## config.mk

```make
export PLATFORM = sky130hd
export DESIGN_NAME = egress_grant_sched
export DESIGN_NICKNAME = d
export VERILOG_FILES = /design/src/rtl/sched_pkg.sv /design/src/rtl/rr_grant_arb.sv /design/src/rtl/egress_grant_sched.sv
export SDC_FILE = /design/constraint.sdc
export NUM_CORES = 1
export LEC_CHECK = 0
export ABC_AREA = 0
export CORE_ASPECT_RATIO = 1.4
export CORE_UTILIZATION = 53
export CTS_CLUSTER_SIZE = 10
export DETAILED_ROUTE_END_ITERATION = 6
export PLACE_DENSITY = 0.81
export SYNTH_ARGS = -nofsm -noshare
export SYNTH_HDL_FRONTEND = slang
export SYNTH_SLANG_ARGS = --single-unit
```

## constraint.sdc

```tcl
create_clock -name clk -period 2.6 [get_ports clk]
set_input_delay 0.26 -clock clk [delete_from_list [all_inputs] [get_ports clk]]
set_output_delay 0.26 -clock clk [all_outputs]
set_load 0.03 [all_outputs]
```

## src/rtl/sched_pkg.sv

```systemverilog
// Shared scheduler types for the 4x4 VOQ crossbar (egress grant side and ingress sequencer).
package sched_pkg;
    localparam int N_PORT = 4;
    localparam int PORT_W = 2;

    typedef logic [PORT_W-1:0] port_idx_t;
    typedef logic [N_PORT-1:0] port_mask_t;

    typedef enum logic [2:0] {
        S_IDLE,
        S_COLLECT,
        S_ARB,
        S_GRANT,
        S_DONE
    } sched_state_t;
endpackage

```

## src/rtl/rr_grant_arb.sv

```systemverilog
// Round-robin pick of one candidate ingress for a single egress, scanning upward from ptr_i.
module rr_grant_arb
    import sched_pkg::*;
(
    input  port_idx_t  ptr_i,
    input  port_mask_t cand_i,
    output logic       grant_any_o,
    output port_idx_t  grant_idx_o
);
    port_idx_t idx;

    // Scan from the farthest offset down so the nearest candidate to ptr_i wins.
    always_comb begin
        grant_any_o = 1'b0;
        grant_idx_o = '0;
        idx         = '0;
        for (int k = N_PORT - 1; k >= 0; k--) begin
            idx = ptr_i + port_idx_t'(k);
            if (cand_i[idx]) begin
                grant_any_o = 1'b1;
                grant_idx_o = idx;
            end
        end
    end
endmodule

```

## src/rtl/egress_grant_sched.sv

```systemverilog
// Egress-side grant scheduler: per-egress round-robin grants accumulated over MAX_ITER
// request/grant iterations into a crossbar match.
module egress_grant_sched
    import sched_pkg::*;
#(
    parameter int MAX_ITER = 3
) (
    input  logic       clk,
    input  logic       reset_n,
    input  logic       sched_start,
    input  logic       req_valid,
    output logic       req_ready,
    input  logic [3:0] req_active,
    input  logic [7:0] req_egress,
    output logic       grant_valid,
    input  logic       grant_ready,
    output logic [3:0] grant_mask,
    output logic [7:0] grant_ingress,
    output logic [3:0] egress_taken,
    output logic [3:0] ingress_matched,
    output logic       match_done,
    output logic [7:0] match_map,
    output logic [3:0] match_egress_valid,
    output logic [1:0] iter_count,
    output logic       busy
);
    sched_state_t                        state_q, state_d;
    logic [N_PORT-1:0][PORT_W-1:0]       ptr_q, ptr_d;
    port_mask_t                          req_act_q, req_act_d;
    logic [N_PORT-1:0][PORT_W-1:0]       req_egr_q, req_egr_d;
    port_mask_t                          taken_q, taken_d;
    port_mask_t                          matched_q, matched_d;
    port_mask_t                          gmask_q, gmask_d;
    logic [N_PORT-1:0][PORT_W-1:0]       ging_q, ging_d;
    logic [N_PORT-1:0][PORT_W-1:0]       map_q, map_d;
    logic [1:0]                          iter_q, iter_d;

    logic [N_PORT-1:0][N_PORT-1:0]       cand;      // [egress][ingress]
    port_mask_t                          arb_any;
    logic [N_PORT-1:0][PORT_W-1:0]       arb_idx;
    port_mask_t                          granted_ing, taken_upd, matched_upd;

    for (genvar e = 0; e < N_PORT; e++) begin : g_egress
        for (genvar i = 0; i < N_PORT; i++) begin : g_cand
            assign cand[e][i] = req_act_q[i] && (req_egr_q[i] == port_idx_t'(e)) &&
                                !matched_q[i] && !taken_q[e];
        end
        rr_grant_arb u_arb (
            .ptr_i       (ptr_q[e]),
            .cand_i      (cand[e]),
            .grant_any_o (arb_any[e]),
            .grant_idx_o (arb_idx[e])
        );
    end

    always_comb begin
        granted_ing = '0;
        for (int e = 0; e < N_PORT; e++) begin
            if (gmask_q[e]) granted_ing[ging_q[e]] = 1'b1;
        end
        taken_upd   = taken_q | gmask_q;
        matched_upd = matched_q | granted_ing;
    end

    always_comb begin
        state_d   = state_q;
        ptr_d     = ptr_q;
        req_act_d = req_act_q;
        req_egr_d = req_egr_q;
        taken_d   = taken_q;
        matched_d = matched_q;
        gmask_d   = gmask_q;
        ging_d    = ging_q;
        map_d     = map_q;
        iter_d    = iter_q;
        case (state_q)
            S_IDLE: if (sched_start) begin
                taken_d   = '0;
                matched_d = '0;
                iter_d    = '0;
                map_d     = '0;
                state_d   = S_COLLECT;
            end
            S_COLLECT: if (req_valid) begin
                req_act_d = req_active;
                req_egr_d = req_egress;
                state_d   = S_ARB;
            end
            S_ARB: begin
                gmask_d = arb_any;
                for (int e = 0; e < N_PORT; e++) ging_d[e] = arb_any[e] ? arb_idx[e] : '0;
                state_d = (arb_any == '0) ? S_DONE : S_GRANT;
            end
            S_GRANT: if (grant_ready) begin
                taken_d   = taken_upd;
                matched_d = matched_upd;
                for (int e = 0; e < N_PORT; e++) begin
                    if (gmask_q[e]) begin
                        map_d[e] = ging_q[e];
                        // Only first-iteration grants advance the pointers, keeping RR fairness stable.
                        if (iter_q == 2'd0) ptr_d[e] = ging_q[e] + port_idx_t'(1);
                    end
                end
                if (iter_q == 2'(MAX_ITER - 1) || matched_upd == '1 || taken_upd == '1) begin
                    state_d = S_DONE;
                end else begin
                    iter_d  = iter_q + 2'd1;
                    state_d = S_COLLECT;
                end
            end
            S_DONE:  state_d = S_IDLE;
            default: state_d = S_IDLE;
        endcase
    end

    always_ff @(posedge clk or negedge reset_n) begin
        if (!reset_n) begin
            state_q   <= S_IDLE;
            ptr_q     <= '0;
            req_act_q <= '0;
            req_egr_q <= '0;
            taken_q   <= '0;
            matched_q <= '0;
            gmask_q   <= '0;
            ging_q    <= '0;
            map_q     <= '0;
            iter_q    <= '0;
        end else begin
            state_q   <= state_d;
            ptr_q     <= ptr_d;
            req_act_q <= req_act_d;
            req_egr_q <= req_egr_d;
            taken_q   <= taken_d;
            matched_q <= matched_d;
            gmask_q   <= gmask_d;
            ging_q    <= ging_d;
            map_q     <= map_d;
            iter_q    <= iter_d;
        end
    end

    assign req_ready          = (state_q == S_COLLECT);
    assign grant_valid        = (state_q == S_GRANT);
    assign match_done         = (state_q == S_DONE);
    assign busy               = (state_q != S_IDLE);
    assign grant_mask         = gmask_q;
    assign grant_ingress      = ging_q;
    assign egress_taken       = taken_q;
    assign ingress_matched    = matched_q;
    assign match_map          = map_q;
    assign match_egress_valid = taken_q;
    assign iter_count         = iter_q;
endmodule

```

==> results of run 1 <==
==> final timing paths <==
path,startpoint,to,slack [ns]
max in group asynchronous,reset_n,grant_ingress[5]$_DFFE_PN0P_,2.09
worst min-delay path,reset_n,match_map[7]$_DFFE_PN0P_,0.04
min in group clk,match_map[3]$_DFFE_PN0P_,match_map[3]$_DFFE_PN0P_,0.50
worst max-delay path,state_q[1]$_DFFE_PN0P_,grant_valid,0.26
worst max register to register,grant_ingress[4]$_DFFE_PN0P_,iter_count[1]$_DFFE_PN0P_,0.30
worst min register to register,match_map[3]$_DFFE_PN0P_,match_map[3]$_DFFE_PN0P_,0.50
==> routing by layer <==
metal / vias up / GRT usage / wire length (um)
met3: 25 / 0.04146 / 448
met4: 0 / 0.1196 / 244
met5: - / 0 / 0
met2: 123 / 0.4813 / 3980
li1: 1197 / - / -
met1: 1281 / 0.3614 / 3081
==> Yosys cell counts (2+ instances only) <==
library cell   n  area (um^2)
mux2_2        21        236.5
nand4_1        2        12.51
and2_1         3        18.77
or4_4          2        22.52
dfrtp_1       53         1326
a21oi_1       17        85.08
nand2_1       39        146.4
o21bai_1       2        15.01
buf_1          2        7.510
buf_4          4        30.03
nor2_1        20        75.07
mux2i_1        4        40.04
nand3_1        3        15.01
a22o_1         2        17.52
nand3b_1       7        52.55
o21ai_0       14        70.07
inv_1         18        67.56
clkbuf_1       7        26.28
a32o_1         6        60.06
nor2b_1        2        12.51
o32ai_1        2        17.52
or4b_2         2        20.02
nor3_1         5        25.02
ha_1          18        225.2
o22ai_1        6        37.54
buf_2          4        20.02
a31oi_1        3        18.77
or4_1          3        22.52
a22oi_1        6        45.04
nor3b_1       10        75.07
or3_1          2        12.51
nand2b_1       6        37.54
==> through the flow <==
stage / cell area (um^2) / cells / hold WS [ns]
global route: 3681 / 428 / 0.1210
detailed placement: 3598 / 420 / 0.4194
floorplan: 3024 / 310 / -0.03559
global placement: 3598 / 420 / 0.4112
CTS: 3681 / 428 / 0.08149
finish: 3681 / 428 / 0.04092
==> registers in the layout, summed over array words and instances, names as in the netlist <==
| register | count |
|---|---|
| req_act_q | 4 |
| ptr_q | 8 |
| grant_ingress | 8 |
| req_egr_q | 8 |
| egress_taken | 4 |
| state_q | 3 |
| iter_count | 2 |
| ingress_matched | 4 |
| grant_mask | 4 |
| match_map | 8 |
==> cells by family after synthesis <==
kind of cell	count (synthesis)	synth area share
AND/OR/NAND/NOR	110	0.1920
multiplexers	25	0.09144
flip-flops	53	0.4386
AO/OA/AOI/OAI	69	0.1535
buffers and inverters	35	0.05006
adder cells (fa/ha/maj)	18	0.07447
==> layout make-up <==
cell class | count | area, um^2 | share of cell area
repair buffers | 59 | 573.1 | 0.1557
clock inverters | 2 | 10.01 | 0.002719
multi-input cells | 222 | 1546 | 0.4201
clock buffers | 6 | 72.57 | 0.01971
inverters | 18 | 67.56 | 0.01835
well taps | 68 | 85.08 | 0.02311
flip-flops and latches | 53 | 1326 | 0.3603
==> power groups by stage <==
stage               clock (W)  combinational [W]  sequential (W)
floorplan                   0            0.00162         0.00185
global placement            0            0.00272         0.00170
detailed placement          0            0.00277         0.00172
CTS                  0.000470            0.00278         0.00170
global route         0.000498            0.00303         0.00179
finish               0.000453            0.00281         0.00173
==> impl_metrics.csv, run 1 <==
group,metric,value,unit
synth,synth_enable_flop_cells,0,
sta,setup_violations,0,
floorplan,fp.dieW,65.84,um
power,power_density,1354,nW/um^2
setup_path,worstPathMaxFanout,6,
clock_network,htree_num_levels,2,
clock_network,clock-sinks,53,
routing,dr_total_vias,2626,
synth,synth_cell_types,47,
layout,num-fill-cells,443,
clock_network,clock-root-buffer,"clkbuf_8",
power,p_seq_frac,0.346,
routing,wire_per_inst,18.12,um
power,total_power,0.004984,W
global_routing,grt_usage,0.2875,
setup_path,crit_family,"buffers and inverters",
synth,synth_area,3024,um^2
floorplan,rows,32,
sta,worst_pin_slew,0.6659,ns
sta,hold_violations,0,
clock_network,postCtsHoldBufs,0,
setup_path,cp-end-kind,"output port",
power,vdd_drop_max,732.7,uV
setup_path,slowest_delay,0.69,ns
sta,rsz0062_at_grt,"false",
outcome,status,"completed",
setup_path,crit_type,"flop to output port",
sta,fin_setup_tns,0,ns
synth,ys_seq_area_frac,0.4386,
setup_path,cp_slowest_cell,"clkdlybuf4s50_1",
setup_path,cp_num_buf_inv,2,
power,power_frac_comb,0.563,
routing,routed_wl,7754,um
global_routing,grt_overflow,0,
power,p_int,0.002597,W
sta,drv_slew,0,
power,p_sw,0.002387,W
clock_network,cts_tree,"yes",
place,io_buffers,54,
routing,ant_nets,0,
synth,synth_ff_type,"dfrtp_1",
routing,drc,0,
worst_hold_path,hold_path_class,"primary input to async pin",
place,dp_hpwl,5699,um
clock_network,post_cts_buffers,0,
setup_path,cp_cell_sequence,"nor2b_1 -> nand2_1 -> inv_1 -> clkdlybuf4s50_1",
sta,fin_ws,0.2628,ns
routing,firstDrtPassIters,5,
global_routing,first_global_vias,2565,
sta,final.setup_skew,0.01169,ns
floorplan,ios,55,
power,leakagePower,1.607,nW
setup_path,crit_path_start_kind,"flop",
setup_path,required,2.34,ns
layout,drive_gt1_frac,0.1167,
global_routing,grt_max_degree,54,
synth,syn-mean-instance-area,9.755,um^2
setup_path,rr_worst_depth,7,
layout,diodes,0,
floorplan,initial_core_util,0.5513,
sta,period_minus_slack,2.337,ns
layout,nets,394,
floorplan,core,5485,um^2
setup_path,arrival,2.08,ns
routing,drt_iter0_markers,229,
sta,fin_crit_sh,0.8989,
power,swShare,0.4790,
global_routing,antenna_found_initial,0,
place,place.gp.congestion,0.8887,
synth,synthCells,310,
sta,fmax,0.4279,GHz
global_routing,grt_pass1_wl,12990,um
synth,synth.yosys.warnings,0,
layout,fin_util,0.6711,
place,place_ws,0.3739,ns
routing,vias_per_cell,6.136,
layout,area_growth,21.72,%
layout,final_cell_mix,"dfrtp_1, clkdlybuf4s50_1, nand2_1",
clock_network,cts_buffer_depth,2,
clock_network,cts_buffers,5,
setup_path,critical_path_depth,4,
synth,synth-seq-cells,53,
power,clkPwrFrac,0.091,
floorplan,die_area,6016,um^2
flow_run,drv_cap,0,
floorplan,die_h,91.38,um
clock_network,clkSlewWorstSetupHoldPaths,0.10,ns
clock_network,post_cts_resized,0,
clock_network,clk_latency,0.31,ns
sta,relSlewSlack,0.5561,
synth,synth_nets,345,
synth,async_reset_ff_frac,1.000,
Note: power is estimated with default switching activity, not from simulation.
==> inputs of run 2 (changes only) <==
SKIP_CTS_REPAIR_TIMING = 1   (was default)
==> results of run 2 <==
Same layout as run 1: the final DEF is identical, and so are final timing and power.
==> inputs of run 3 (changes only) <==
SYNTH_HIERARCHICAL = 1   (was default)
==> impl_metrics.csv, run 3 <==
group,metric,value,unit
floorplan,fp.dieW,65.91,um
sta,hold_violations,0,
power,vdd_drop_max,705.9,uV
routing,drt_iter0_markers,167,
power,power_density,1237,nW/um^2
synth,synth_ff_type,"dfrtp_1",
routing,wire_per_inst,16.93,um
synth,synth_enable_flop_cells,0,
sta,fin_setup_tns,0,ns
sta,fmax,0.4144,GHz
synth,ys_seq_area_frac,0.4377,
worst_hold_path,hold_path_class,"primary input to async pin",
setup_path,required,2.83,ns
sta,setup_violations,0,
synth,yosys-top-cells-area,"dfrtp_1, mux2_2, ha_1",
layout,nets,393,
routing,dr_total_vias,2485,
setup_path,crit_type,"flop to flop",
floorplan,die_area,6028,um^2
clock_network,htree_num_levels,2,
layout,num-fill-cells,473,
setup_path,cp-end-kind,"flop",
global_routing,grt_pass1_wl,11810,um
synth,synth-seq-cells,53,
sta,drv_slew,0,
layout,stdcell_count,427,
synth,yosys.cell_count.top_type,"dfrtp_1",
layout,final_cell_mix,"dfrtp_1, clkdlybuf4s50_1, nand2_1",
global_routing,first_global_vias,2425,
global_routing,grt_usage,0.2609,
routing,firstDrtPassIters,4,
synth,synth_cell_types,40,
clock_network,cts_buffers,5,
routing,ant_nets,0,
place,dp_hpwl,5604,um
place,place_ws,0.2212,ns
floorplan,rows,32,
floorplan,core,5525,um^2
sta,holdWs,0.4496,ns
power,total_power,0.004555,W
sta,relSlewSlack,0.5202,
clock_network,cts_tree,"yes",
layout,area_growth,21.47,%
setup_path,arrival,2.64,ns
floorplan,ios,55,
clock_network,clock-sinks,53,
clock_network,clkSlewWorstSetupHoldPaths,0.10,ns
routing,vias_per_cell,5.820,
clock_network,cts_buffer_depth,2,
layout,diodes,0,
power,leakagePower,1.550,nW
place,place.gp.congestion,0.9882,
setup_path,worstPathMaxFanout,5,
floorplan,die_h,91.47,um
layout,drive_gt1_frac,0.1170,
synth,synth.yosys.warnings,6,
sta,fin_crit_sh,0.9282,
synth,synthCells,306,
place,io_buffers,54,
sta,rsz0062_at_grt,"false",
global_routing,antenna_found_initial,0,
global_routing,grt_overflow,0,
synth,async_reset_ff_frac,1.000,
place,placed_cells,418,
outcome,status,"completed",
flow_run,drv_cap,0,
setup_path,crit_path_start_kind,"flop",
synth,syn-mean-instance-area,9.903,um^2
synth,synth_nets,341,
routing,drc,0,
synth,synth_area,3030,um^2
synth,synth_top_area_share,0.4377,
sta,period_minus_slack,2.413,ns
clock_network,clock-root-buffer,"clkbuf_8",
synth,post-synth-top-area-cell,"dfrtp_1",
global_routing,grt_max_degree,31,
clock_network,clk_latency,0.31,ns
routing,routed_wl,7229,um
sta,worst_pin_slew,0.7171,ns
sta,final.setup_skew,0.009330,ns
floorplan,initial_core_util,0.5485,
sta,fin_ws,0.1866,ns
synth,synthTopCellsByCount,"dfrtp_1, nand2_1, nor2_1, mux2_2, ha_1",
-- run 3: cell types whose count changed after synthesis, sizes merged, moves of 5 or more --
cell    previous run  this run
nor2              20        30
a211oi             0         8
a21oi             17        10
a32o               6         1
clkbuf             7         2
or4                5         0
-- run 3: worst max-delay path: stages, from the launching register on --
cell     delay (ns)
dfrtp_1        0.41
or3b_2         0.51
nor3b_1        0.41
nor2_1         0.12
nand2_1        0.15
nor4_1         0.11
mux4_2         0.45
o22ai_1        0.17
-- run 3: worst paths after layout --
path	slack (ns)	cells after the start	to	start
worst max-delay path	0.19	7	state_q[0]$_DFFE_PN0P_	ingress_matched[3]$_DFFE_PN0P_
worst max register to register	0.19	7	state_q[0]$_DFFE_PN0P_	ingress_matched[3]$_DFFE_PN0P_
min in group clk	0.50	2	match_map[1]$_DFFE_PN0P_	match_map[1]$_DFFE_PN0P_
worst min register to register	0.50	2	match_map[1]$_DFFE_PN0P_	match_map[1]$_DFFE_PN0P_
worst min-delay path	0.45	2	match_map[6]$_DFFE_PN0P_	reset_n
max in group asynchronous	1.36	3	ptr_q[0]$_DFFE_PN0P_	reset_n
-- run 3: final cells by class --
class	instances	area [um^2]	area share
flip-flops and latches	53	1326	0.3603
clock buffers	7	76.32	0.02073
well taps	68	85.08	0.02311
inverters	15	56.30	0.01530
multi-input cells	227	1577	0.4283
repair buffers	56	553.0	0.1502
clock inverters	1	7.507	0.002039
-- run 3: power by group --
part | internal [W] | switching (W) | leakage (nW) | total (W)
combinational | 0.00106 | 0.00141 | 0.824 | 0.00246
clock | 0.000191 | 0.000273 | 0.0385 | 0.000464
sequential | 0.00114 | 0.000485 | 0.687 | 0.00163
-- run 3: per-layer routing --
layer | part of all wire | GRT usage | vias up
li1 | - | - | 1184
met3 | 0.037 | 0.03392 | 12
met2 | 0.51 | 0.4371 | 73
met1 | 0.43 | 0.3333 | 1216
met5 | 0 | 0 | -
met4 | 0.025 | 0.1014 | 0
-- run 3: kinds of logic after synthesis --
family                   count (synthesis)  share of synthesized area
AND/OR/NAND/NOR                        124                     0.2060
AO/OA/AOI/OAI                           58                     0.1375
flip-flops                              53                     0.4377
multiplexers                            27                     0.1024
buffers and inverters                   26                    0.04211
adder cells (fa/ha/maj)                 18                    0.07432
-- run 3: per-stage QoR --
stage,util,cell area [um^2]
after floorplan,-,3030
after global placement,0.6492,3587
after detailed placement,0.6492,3587
after CTS,0.6644,3671
after global routing,0.6662,3681
final,0.6662,3681
